===== config.mk =====
export PLATFORM = sky130hd
export DESIGN_NAME = exposure_ctrl_multi_flat
export DESIGN_NICKNAME = d
export VERILOG_FILES = /design/src/rtl/exposure_pkg.sv /design/src/rtl/exposure_ctrl_multi_if.sv /design/src/rtl/exp_time_reg.sv /design/src/rtl/exposure_ctrl_multi.sv /design/src/flat_wrapper.sv
export SDC_FILE = /design/constraint.sdc
export NUM_CORES = 1
export LEC_CHECK = 0
export ABC_AREA = 1
export CORE_UTILIZATION = 40
export CTS_CLUSTER_DIAMETER = 30
export CTS_CLUSTER_SIZE = 10
export DETAILED_ROUTE_END_ITERATION = 10
export HOLD_SLACK_MARGIN = 0.06
export SLEW_MARGIN = 20
export SYNTH_ARGS = -nofsm -noshare
export SYNTH_HDL_FRONTEND = slang
export SYNTH_SLANG_ARGS = --single-unit

===== constraint.sdc =====
create_clock -name clk -period 2.2 [get_ports clk]
set_clock_uncertainty 0.05 [all_clocks]
set_input_delay 0.44 -clock clk [delete_from_list [all_inputs] [get_ports clk]]
set_output_delay 0.44 -clock clk [all_outputs]
set_load 0.02 [all_outputs]

===== src/rtl/exposure_pkg.sv =====
// Shared types for the exposure/readout sequencer: FSM states and readout slot phases.
// Pure declarations, no timing or flow control of its own.
package exposure_pkg;

  typedef enum logic [1:0] {
    IDLE    = 2'd0,
    EXPOSE  = 2'd1,
    READOUT = 2'd2
  } state_e;

  localparam int SLOT_LEN = 4;

  // Each row gets a fixed slot: select, convert, settle, release.
  localparam logic [1:0] PH_NRE  = 2'd0;
  localparam logic [1:0] PH_ADC  = 2'd1;
  localparam logic [1:0] PH_HOLD = 2'd2;
  localparam logic [1:0] PH_GAP  = 2'(SLOT_LEN - 1);

endpackage


===== src/rtl/exposure_ctrl_multi_if.sv =====
// Control/pixel-array bundle of the exposure sequencer; slave is the sequencer side.
// Level signals only, no handshake or backpressure.
interface exposure_ctrl_multi_if #(
  parameter int N_ROWS = 2,
  parameter int EXP_W  = 5
);
  logic              init;
  logic              exp_increase;
  logic              exp_decrease;
  logic              erase;
  logic              expose;
  logic [N_ROWS-1:0] nre;
  logic              adc;
  logic              busy;
  logic [EXP_W-1:0]  exp_time;

  modport master (
    output init, exp_increase, exp_decrease,
    input  erase, expose, nre, adc, busy, exp_time
  );

  modport slave (
    input  init, exp_increase, exp_decrease,
    output erase, expose, nre, adc, busy, exp_time
  );
endinterface


===== src/rtl/exp_time_reg.sv =====
// Saturating up/down exposure register; new value visible one cycle after the request.
// No backpressure; adjust requests are dropped while en is low.
module exp_time_reg #(
  parameter int W   = 5,
  parameter int MIN = 2,
  parameter int MAX = 30,
  parameter int DEF = 2
) (
  input  logic         clk,
  input  logic         rst,
  input  logic         en,
  input  logic         inc,
  input  logic         dec,
  output logic [W-1:0] val_d,
  output logic [W-1:0] val_q
);

  localparam logic [W-1:0] MIN_V = W'(MIN);
  localparam logic [W-1:0] MAX_V = W'(MAX);
  localparam logic [W-1:0] DEF_V = W'(DEF);

  // Simultaneous inc and dec cancel out and hold the value.
  always_comb begin
    val_d = val_q;
    if (en && inc && !dec) begin
      val_d = (val_q >= MAX_V) ? MAX_V : val_q + W'(1);
    end else if (en && dec && !inc) begin
      val_d = (val_q <= MIN_V) ? MIN_V : val_q - W'(1);
    end
  end

  always_ff @(posedge clk) begin
    if (rst) begin
      val_q <= DEF_V;
    end else begin
      val_q <= val_d;
    end
  end

endmodule


===== src/rtl/exposure_ctrl_multi.sv =====
// Exposure/readout sequencer: erase while idle, expose exp_time*PRESCALE cycles, 4-cycle slot per row.
// All outputs registered, one cycle after the causing edge; no backpressure, init ignored while busy.
module exposure_ctrl_multi
  import exposure_pkg::*;
#(
  parameter int N_ROWS   = 2,
  parameter int EXP_W    = 5,
  parameter int EXP_MIN  = 2,
  parameter int EXP_MAX  = 30,
  parameter int EXP_DEF  = 2,
  parameter int PRESCALE = 1
) (
  input  logic                  clk,
  input  logic                  RESET,
  exposure_ctrl_multi_if.slave  bus
);

  localparam int CNT_W = $clog2(EXP_MAX * PRESCALE + 1);
  localparam int ROW_W = (N_ROWS > 1) ? $clog2(N_ROWS) : 1;
  localparam logic [ROW_W-1:0] LAST_ROW = ROW_W'(N_ROWS - 1);

  state_e             state_q, state_d;
  logic [CNT_W-1:0]   cnt_q, cnt_d;
  logic [ROW_W-1:0]   row_q, row_d;
  logic [1:0]         phase_q, phase_d;
  logic               erase_q, erase_d;
  logic               expose_q, expose_d;
  logic               adc_q, adc_d;
  logic               busy_q, busy_d;
  logic [N_ROWS-1:0]  nre_q, nre_d;
  logic [EXP_W-1:0]   exp_time_q, exp_time_d;
  logic               in_idle;

  assign in_idle = (state_q == IDLE);

  exp_time_reg #(
    .W   (EXP_W),
    .MIN (EXP_MIN),
    .MAX (EXP_MAX),
    .DEF (EXP_DEF)
  ) u_exp_time_reg (
    .clk   (clk),
    .rst   (RESET),
    .en    (in_idle),
    .inc   (bus.exp_increase),
    .dec   (bus.exp_decrease),
    .val_d (exp_time_d),
    .val_q (exp_time_q)
  );

  // Load from exp_time_d so an adjust in the init cycle applies to this frame.
  always_comb begin
    state_d = state_q;
    cnt_d   = cnt_q;
    row_d   = row_q;
    phase_d = phase_q;
    case (state_q)
      IDLE: begin
        if (bus.init) begin
          state_d = EXPOSE;
          cnt_d   = CNT_W'(exp_time_d) * CNT_W'(PRESCALE);
        end
      end
      EXPOSE: begin
        if (cnt_q <= CNT_W'(1)) begin
          state_d = READOUT;
          cnt_d   = '0;
          row_d   = '0;
          phase_d = PH_NRE;
        end else begin
          cnt_d = cnt_q - CNT_W'(1);
        end
      end
      READOUT: begin
        if (phase_q == PH_GAP) begin
          phase_d = PH_NRE;
          if (row_q == LAST_ROW) begin
            state_d = IDLE;
            row_d   = '0;
          end else begin
            row_d = row_q + ROW_W'(1);
          end
        end else begin
          phase_d = phase_q + 2'd1;
        end
      end
      default: state_d = IDLE;
    endcase
  end

  // Outputs decode the next state so they line up with it once registered.
  always_comb begin
    erase_d  = (state_d == IDLE);
    expose_d = (state_d == EXPOSE);
    busy_d   = (state_d != IDLE);
    adc_d    = (state_d == READOUT) && (phase_d == PH_ADC);
    nre_d    = '1;
    if ((state_d == READOUT) && (phase_d != PH_GAP)) begin
      for (int r = 0; r < N_ROWS; r++) begin
        if (row_d == ROW_W'(r)) begin
          nre_d[r] = 1'b0;
        end
      end
    end
  end

  always_ff @(posedge clk) begin
    if (RESET) begin
      state_q  <= IDLE;
      cnt_q    <= '0;
      row_q    <= '0;
      phase_q  <= PH_NRE;
      erase_q  <= 1'b1;
      expose_q <= 1'b0;
      adc_q    <= 1'b0;
      busy_q   <= 1'b0;
      nre_q    <= '1;
    end else begin
      state_q  <= state_d;
      cnt_q    <= cnt_d;
      row_q    <= row_d;
      phase_q  <= phase_d;
      erase_q  <= erase_d;
      expose_q <= expose_d;
      adc_q    <= adc_d;
      busy_q   <= busy_d;
      nre_q    <= nre_d;
    end
  end

  assign bus.erase    = erase_q;
  assign bus.expose   = expose_q;
  assign bus.adc      = adc_q;
  assign bus.busy     = busy_q;
  assign bus.nre      = nre_q;
  assign bus.exp_time = exp_time_q;

endmodule


===== src/flat_wrapper.sv =====
// flat-port wrapper written by rule: the top's interface ports become plain ports
module exposure_ctrl_multi_flat import exposure_pkg::*;
#(
  parameter int N_ROWS   = 2,
  parameter int EXP_W    = 5,
  parameter int EXP_MIN  = 2,
  parameter int EXP_MAX  = 30,
  parameter int EXP_DEF  = 2,
  parameter int PRESCALE = 1
)
  (clk, RESET, bus_init, bus_exp_increase, bus_exp_decrease, bus_erase, bus_expose, bus_nre, bus_adc, bus_busy, bus_exp_time);
  exposure_ctrl_multi_if #(.N_ROWS(N_ROWS), .EXP_W(EXP_W)) bus_i ();
  input  logic clk;
  input  logic RESET;
  input wire logic [$bits(bus_i.init)-1:0] bus_init;
  input wire logic [$bits(bus_i.exp_increase)-1:0] bus_exp_increase;
  input wire logic [$bits(bus_i.exp_decrease)-1:0] bus_exp_decrease;
  output wire logic [$bits(bus_i.erase)-1:0] bus_erase;
  output wire logic [$bits(bus_i.expose)-1:0] bus_expose;
  output wire logic [$bits(bus_i.nre)-1:0] bus_nre;
  output wire logic [$bits(bus_i.adc)-1:0] bus_adc;
  output wire logic [$bits(bus_i.busy)-1:0] bus_busy;
  output wire logic [$bits(bus_i.exp_time)-1:0] bus_exp_time;
  assign bus_i.init = bus_init;
  assign bus_i.exp_increase = bus_exp_increase;
  assign bus_i.exp_decrease = bus_exp_decrease;
  assign bus_erase = bus_i.erase;
  assign bus_expose = bus_i.expose;
  assign bus_nre = bus_i.nre;
  assign bus_adc = bus_i.adc;
  assign bus_busy = bus_i.busy;
  assign bus_exp_time = bus_i.exp_time;
  exposure_ctrl_multi #(.N_ROWS(N_ROWS), .EXP_W(EXP_W), .EXP_MIN(EXP_MIN), .EXP_MAX(EXP_MAX), .EXP_DEF(EXP_DEF), .PRESCALE(PRESCALE)) u_core (.clk(clk), .RESET(RESET), .bus(bus_i));
endmodule

==> report_table.html <==
<table>
<tr><th>Metric</th><th>Value</th></tr>
<tr><th colspan="2">Outcome</th></tr>
<tr><td>Run status</td><td>complete, no violations</td></tr>
<tr><th colspan="2">Synth</th></tr>
<tr><td>Mean area per synthesized cell</td><td>6.82 um2</td></tr>
<tr><td>Total of warnings raised by yosys</td><td>0</td></tr>
<tr><td>Mapped cell area</td><td>~0.0013 mm2</td></tr>
<tr><td>Number of register bits inferred by synthesis</td><td>21</td></tr>
<tr><td>Share of the yosys chip area belonging to registers</td><td>0.324</td></tr>
<tr><td>Most instantiated library cell after synthesis</td><td>nand2_1</td></tr>
<tr><td>Cell count after synthesis</td><td>190</td></tr>
<tr><td>Top FF cell, synth</td><td>dfxtp_1</td></tr>
<tr><td>Share of the synthesized area in the top cell type</td><td>0.324</td></tr>
<tr><td>Fraction of registers with async set or reset after synthesis</td><td>0</td></tr>
<tr><td>Largest area contributor in the netlist</td><td>dfxtp_1</td></tr>
<tr><td>Number of distinct library cell variants in the gate-level netlist after synthesis</td><td>23</td></tr>
<tr><td>Post-Syn Nets</td><td>205</td></tr>
<tr><td>Top cell types by occurrence after synthesis</td><td>nand2_1 (48), inv_1 (24), dfxtp_1 (21)</td></tr>
<tr><td>Number of synthesized flops with an enable pin</td><td>0</td></tr>
<tr><td>Biggest area contributors in the synthesized netlist</td><td>dfxtp_1 (32%), nand2_1 (14%), ha_1 (9.7%)</td></tr>
<tr><th colspan="2">Placement</th></tr>
<tr><td>Detailed Place HPWL</td><td>2170 um</td></tr>
<tr><td>Minimum setup slack after placement</td><td>~280 ps</td></tr>
<tr><td>Number of buffer cells added on primary ports</td><td>15</td></tr>
<tr><td>Final weighted congestion in routability-driven placement</td><td>0.846</td></tr>
<tr><th colspan="2">Drt</th></tr>
<tr><td>Via density per instance</td><td>around 4.8</td></tr>
<tr><td>Total length of routed wires</td><td>between 2000 and 3000 um</td></tr>
<tr><td>Number of design rule violations left after detail routing</td><td>0</td></tr>
<tr><td>Via Count</td><td>about 1200</td></tr>
<tr><td>Number of nets with antenna violations after routing</td><td>0</td></tr>
<tr><td>First-pass DRT Iterations</td><td>4</td></tr>
<tr><td>First-iteration detailed-routing DRC count</td><td>62</td></tr>
<tr><td>Average wire length per cell after detail routing</td><td>10.7 um</td></tr>
<tr><th colspan="2">Global routing</th></tr>
<tr><td>GRT Residual Overflow</td><td>0</td></tr>
<tr><td>Combined global-route utilization of all metal layers</td><td>0.173</td></tr>
<tr><td>Global-route wire length before repair</td><td>4530 um</td></tr>
<tr><td>Maximum number of pins on one net before global-route repair</td><td>12</td></tr>
<tr><td>Via count of the first global-routing pass</td><td>approximately 1100</td></tr>
<tr><td>Number of antenna violations at the first check in global routing</td><td>0</td></tr>
<tr><th colspan="2">CTS</th></tr>
<tr><td>Master cell of the clock root buffer</td><td>clkbuf_4</td></tr>
<tr><td>H-tree levels</td><td>1</td></tr>
<tr><td>CTS clk-pin slew, worst paths</td><td>about 120 ps</td></tr>
<tr><td>TritonCTS clock tree</td><td>built</td></tr>
<tr><td>Clock buffer count from CTS</td><td>3</td></tr>
<tr><td>Clock insertion delay at the later pin of the skew report</td><td>between 300 and 400 ps</td></tr>
<tr><td>Clock sink count</td><td>21</td></tr>
<tr><td>Number of gates resized after CTS</td><td>0</td></tr>
<tr><td>Max Root-Sink Buffers</td><td>2</td></tr>
<tr><td>Count of hold buffers inserted by post-cts repair</td><td>0</td></tr>
<tr><td>Setup bufs post-CTS</td><td>0</td></tr>
<tr><th colspan="2">Floorplanning</th></tr>
<tr><td>Area of the die</td><td>about 0.0035 mm2</td></tr>
<tr><td>Top-Level Pins</td><td>16</td></tr>
<tr><td>Vert. Die Dim</td><td>a little under 60 um</td></tr>
<tr><td>Core area</td><td>0.00305 mm2</td></tr>
<tr><td>Width of the die</td><td>58.9 um</td></tr>
<tr><td>Starting density of the core</td><td>0.425</td></tr>
<tr><td>FP Rows</td><td>20</td></tr>
<tr><th colspan="2">Cells and area</th></tr>
<tr><td>Synth-to-layout area growth</td><td>17.8%</td></tr>
<tr><td>Share of layout cells above drive strength 1</td><td>0.0766</td></tr>
<tr><td>Fill cell instance count of the final layout</td><td>between 300 and 400</td></tr>
<tr><td>Post-layout nets</td><td>about 230</td></tr>
<tr><td>Antenna diode count</td><td>0</td></tr>
<tr><th colspan="2">STA</th></tr>
<tr><td>Endpoints failing hold</td><td>0</td></tr>
<tr><td>Total negative setup slack</td><td>0 ps</td></tr>
<tr><td>Unrepaired setup endpoints after global routing</td><td>no</td></tr>
<tr><td>Peak clock frequency supported by timing</td><td>505 MHz</td></tr>
<tr><td>Final min period</td><td>1980 ps</td></tr>
<tr><td>Actual slew at the worst max-slew pin</td><td>508 ps</td></tr>
<tr><td>Final setup viols</td><td>0</td></tr>
<tr><td>Worst path setup slack after routing</td><td>220 ps</td></tr>
<tr><td>Max Slew Vio Count</td><td>0</td></tr>
<tr><td>Ratio of final minimum period to clock period</td><td>0.900</td></tr>
<tr><td>Worst relative slew slack</td><td>0.659</td></tr>
<tr><th colspan="2">Pwr</th></tr>
<tr><td>Int Power</td><td>0.704 mW</td></tr>
<tr><td>Proportion of power drawn by combinational gates</td><td>0.429</td></tr>
<tr><td>Switching fraction of total power</td><td>0.404</td></tr>
<tr><td>Flop pwr share</td><td>0.411</td></tr>
<tr><td>Leakage power total</td><td>between 0.7 and 0.8 nW</td></tr>
<tr><td>Max IR drop VDD</td><td>0.407 mV</td></tr>
<tr><td>Clock Power Share</td><td>0.160</td></tr>
<tr><td>Switching pwr</td><td>0.477 mW</td></tr>
<tr><td>Pwr Density</td><td>slightly below 800 mW/mm2</td></tr>
<tr><th colspan="2">Hold path</th></tr>
<tr><td>Class of the most critical hold timing path</td><td>flop to flop</td></tr>
<tr><th colspan="2">Critical path</th></tr>
<tr><td>Slowest library cell on the worst path</td><td>clkdlybuf4s50_1</td></tr>
<tr><td>Data required time at the worst endpoint</td><td>1710 ps</td></tr>
<tr><td>Launching element type of the critical path</td><td>flop</td></tr>
<tr><td>Type of destination of the critical path</td><td>output pin</td></tr>
<tr><td>Sequence of cells on the critical path</td><td>clkdlybuf4s50_1</td></tr>
<tr><td>Maximum fanout count along the critical path</td><td>9</td></tr>
<tr><td>Data arrival, critical path</td><td>1490 ps</td></tr>
<tr><td>Critical path buffers and inverters</td><td>1</td></tr>
<tr><td>CP max stage delay</td><td>660 ps</td></tr>
<tr><td>Worst Setup Path Type</td><td>flop to output pin</td></tr>
<tr><td>Register-to-Register Setup Slack</td><td>510 ps</td></tr>
<tr><td>Top cell family by delay on the critical path</td><td>buffers and inverters</td></tr>
<tr><th colspan="2">Job</th></tr>
<tr><td>Number of max-cap violations</td><td>0</td></tr>
</table>
## cell families after synthesis
group,count (synthesis),share of synthesized area
and+or+nand+nor,97,0.347
AOI/OAI and AO/OA,29,0.114
buffers and inverters,29,0.0907
DFF,21,0.324
adders and majority gates,10,0.0965
xor gates and xnor gates,4,0.0270
## through the flow
stage | instance area, um2 | power [mW] | hold slack, ps | util | std cells
6_report | 1530 | 1.18 | 458 | 0.500 | 253
5_1_grt | 1530 | 1.28 | 472 | 0.500 | 253
4_1_cts | 1530 | 1.19 | 456 | 0.500 | 253
3_5_place_dp | 1500 | 1.00 | 439 | 0.491 | 249
3_3_place_gp | 1500 | 0.997 | 429 | 0.491 | 249
2_1_floorplan | 1300 | 0.862 | 415 | - | 190
## routing by layer
| metal | routed length (um) | GRT usage | vias up |
|---|---|---|---|
| met5 | 0 | 0 | - |
| met4 | 52 | 0.0850 | 0 |
| met3 | 59 | 0.0286 | 5 |
| met2 | 1300 | 0.295 | 15 |
| met1 | 1310 | 0.208 | 532 |
| li1 | - | - | 652 |
## placed cells by master (no fill, tap or decap)
| master | netlist | layout |
|---|---|---|
| nand2_1 | 48 | 48 |
| o21bai_1 | 1 | 1 |
| clkbuf_1 | 0 | 1 |
| a21oi_1 | 12 | 12 |
| dfxtp_1 | 21 | 21 |
| nor3_4 | 1 | 1 |
| o21ai_1 | 5 | 5 |
| ha_1 | 10 | 10 |
| nand3_2 | 1 | 1 |
| nor3_2 | 2 | 2 |
| nand4_1 | 5 | 5 |
| buf_4 | 0 | 2 |
| inv_1 | 24 | 24 |
| clkdlybuf4s50_1 | 0 | 15 |
| and2_1 | 1 | 1 |
| inv_2 | 3 | 3 |
| nand3_1 | 19 | 19 |
| o21ai_0 | 11 | 11 |
| xor2_1 | 3 | 3 |
| nand2_4 | 1 | 1 |
| nor2_2 | 3 | 3 |
| clkbuf_4 | 0 | 3 |
| nor2_1 | 15 | 15 |
| nor3_1 | 1 | 1 |
| xnor2_1 | 1 | 1 |
## power groups by stage
stage | Sequential (mW) | Clock, mW | Combinational (mW)
floorplan | 0.514 | 0 | 0.348
finish | 0.485 | 0.189 | 0.507
global placement | 0.492 | 0 | 0.505
detailed placement | 0.493 | 0 | 0.509
global route | 0.494 | 0.212 | 0.571
CTS | 0.485 | 0.195 | 0.511
## state kept, by name, summed over array words and instances, names as in the netlist
register                     flops
u_core.bus.busy                  1
u_core.row_q                     1
u_core.bus.expose                1
u_core.bus.adc                   1
u_core.bus.erase                 1
u_core.bus.nre                   2
u_core.state_q                   2
u_core.u_exp_time_reg.val_q      5
u_core.phase_q                   2
u_core.cnt_q                     5
## path summary, 6_finish.rpt
check / from / end / depth (start not counted)
setup / recovery: u_core.u_exp_time_reg.val_q[2] / bus_exp_time[2] / 1
hold / removal: u_core.phase_q[1] / u_core.phase_q[1] / 2
setup reg to reg: u_core.state_q[1] / u_core.cnt_q[3] / 7
hold reg to reg: u_core.phase_q[1] / u_core.phase_q[1] / 2
## final cells by class
type,instances,area [um2],share of cell area
inverter,27,101,0.0664
tap,44,55.1,0.0361
sequential,21,420,0.275
clock buffer,4,26.3,0.0172
timing repair buffer,17,165,0.108
multi-input combinational,140,758,0.497
Note: power is estimated with default switching activity, not from simulation.
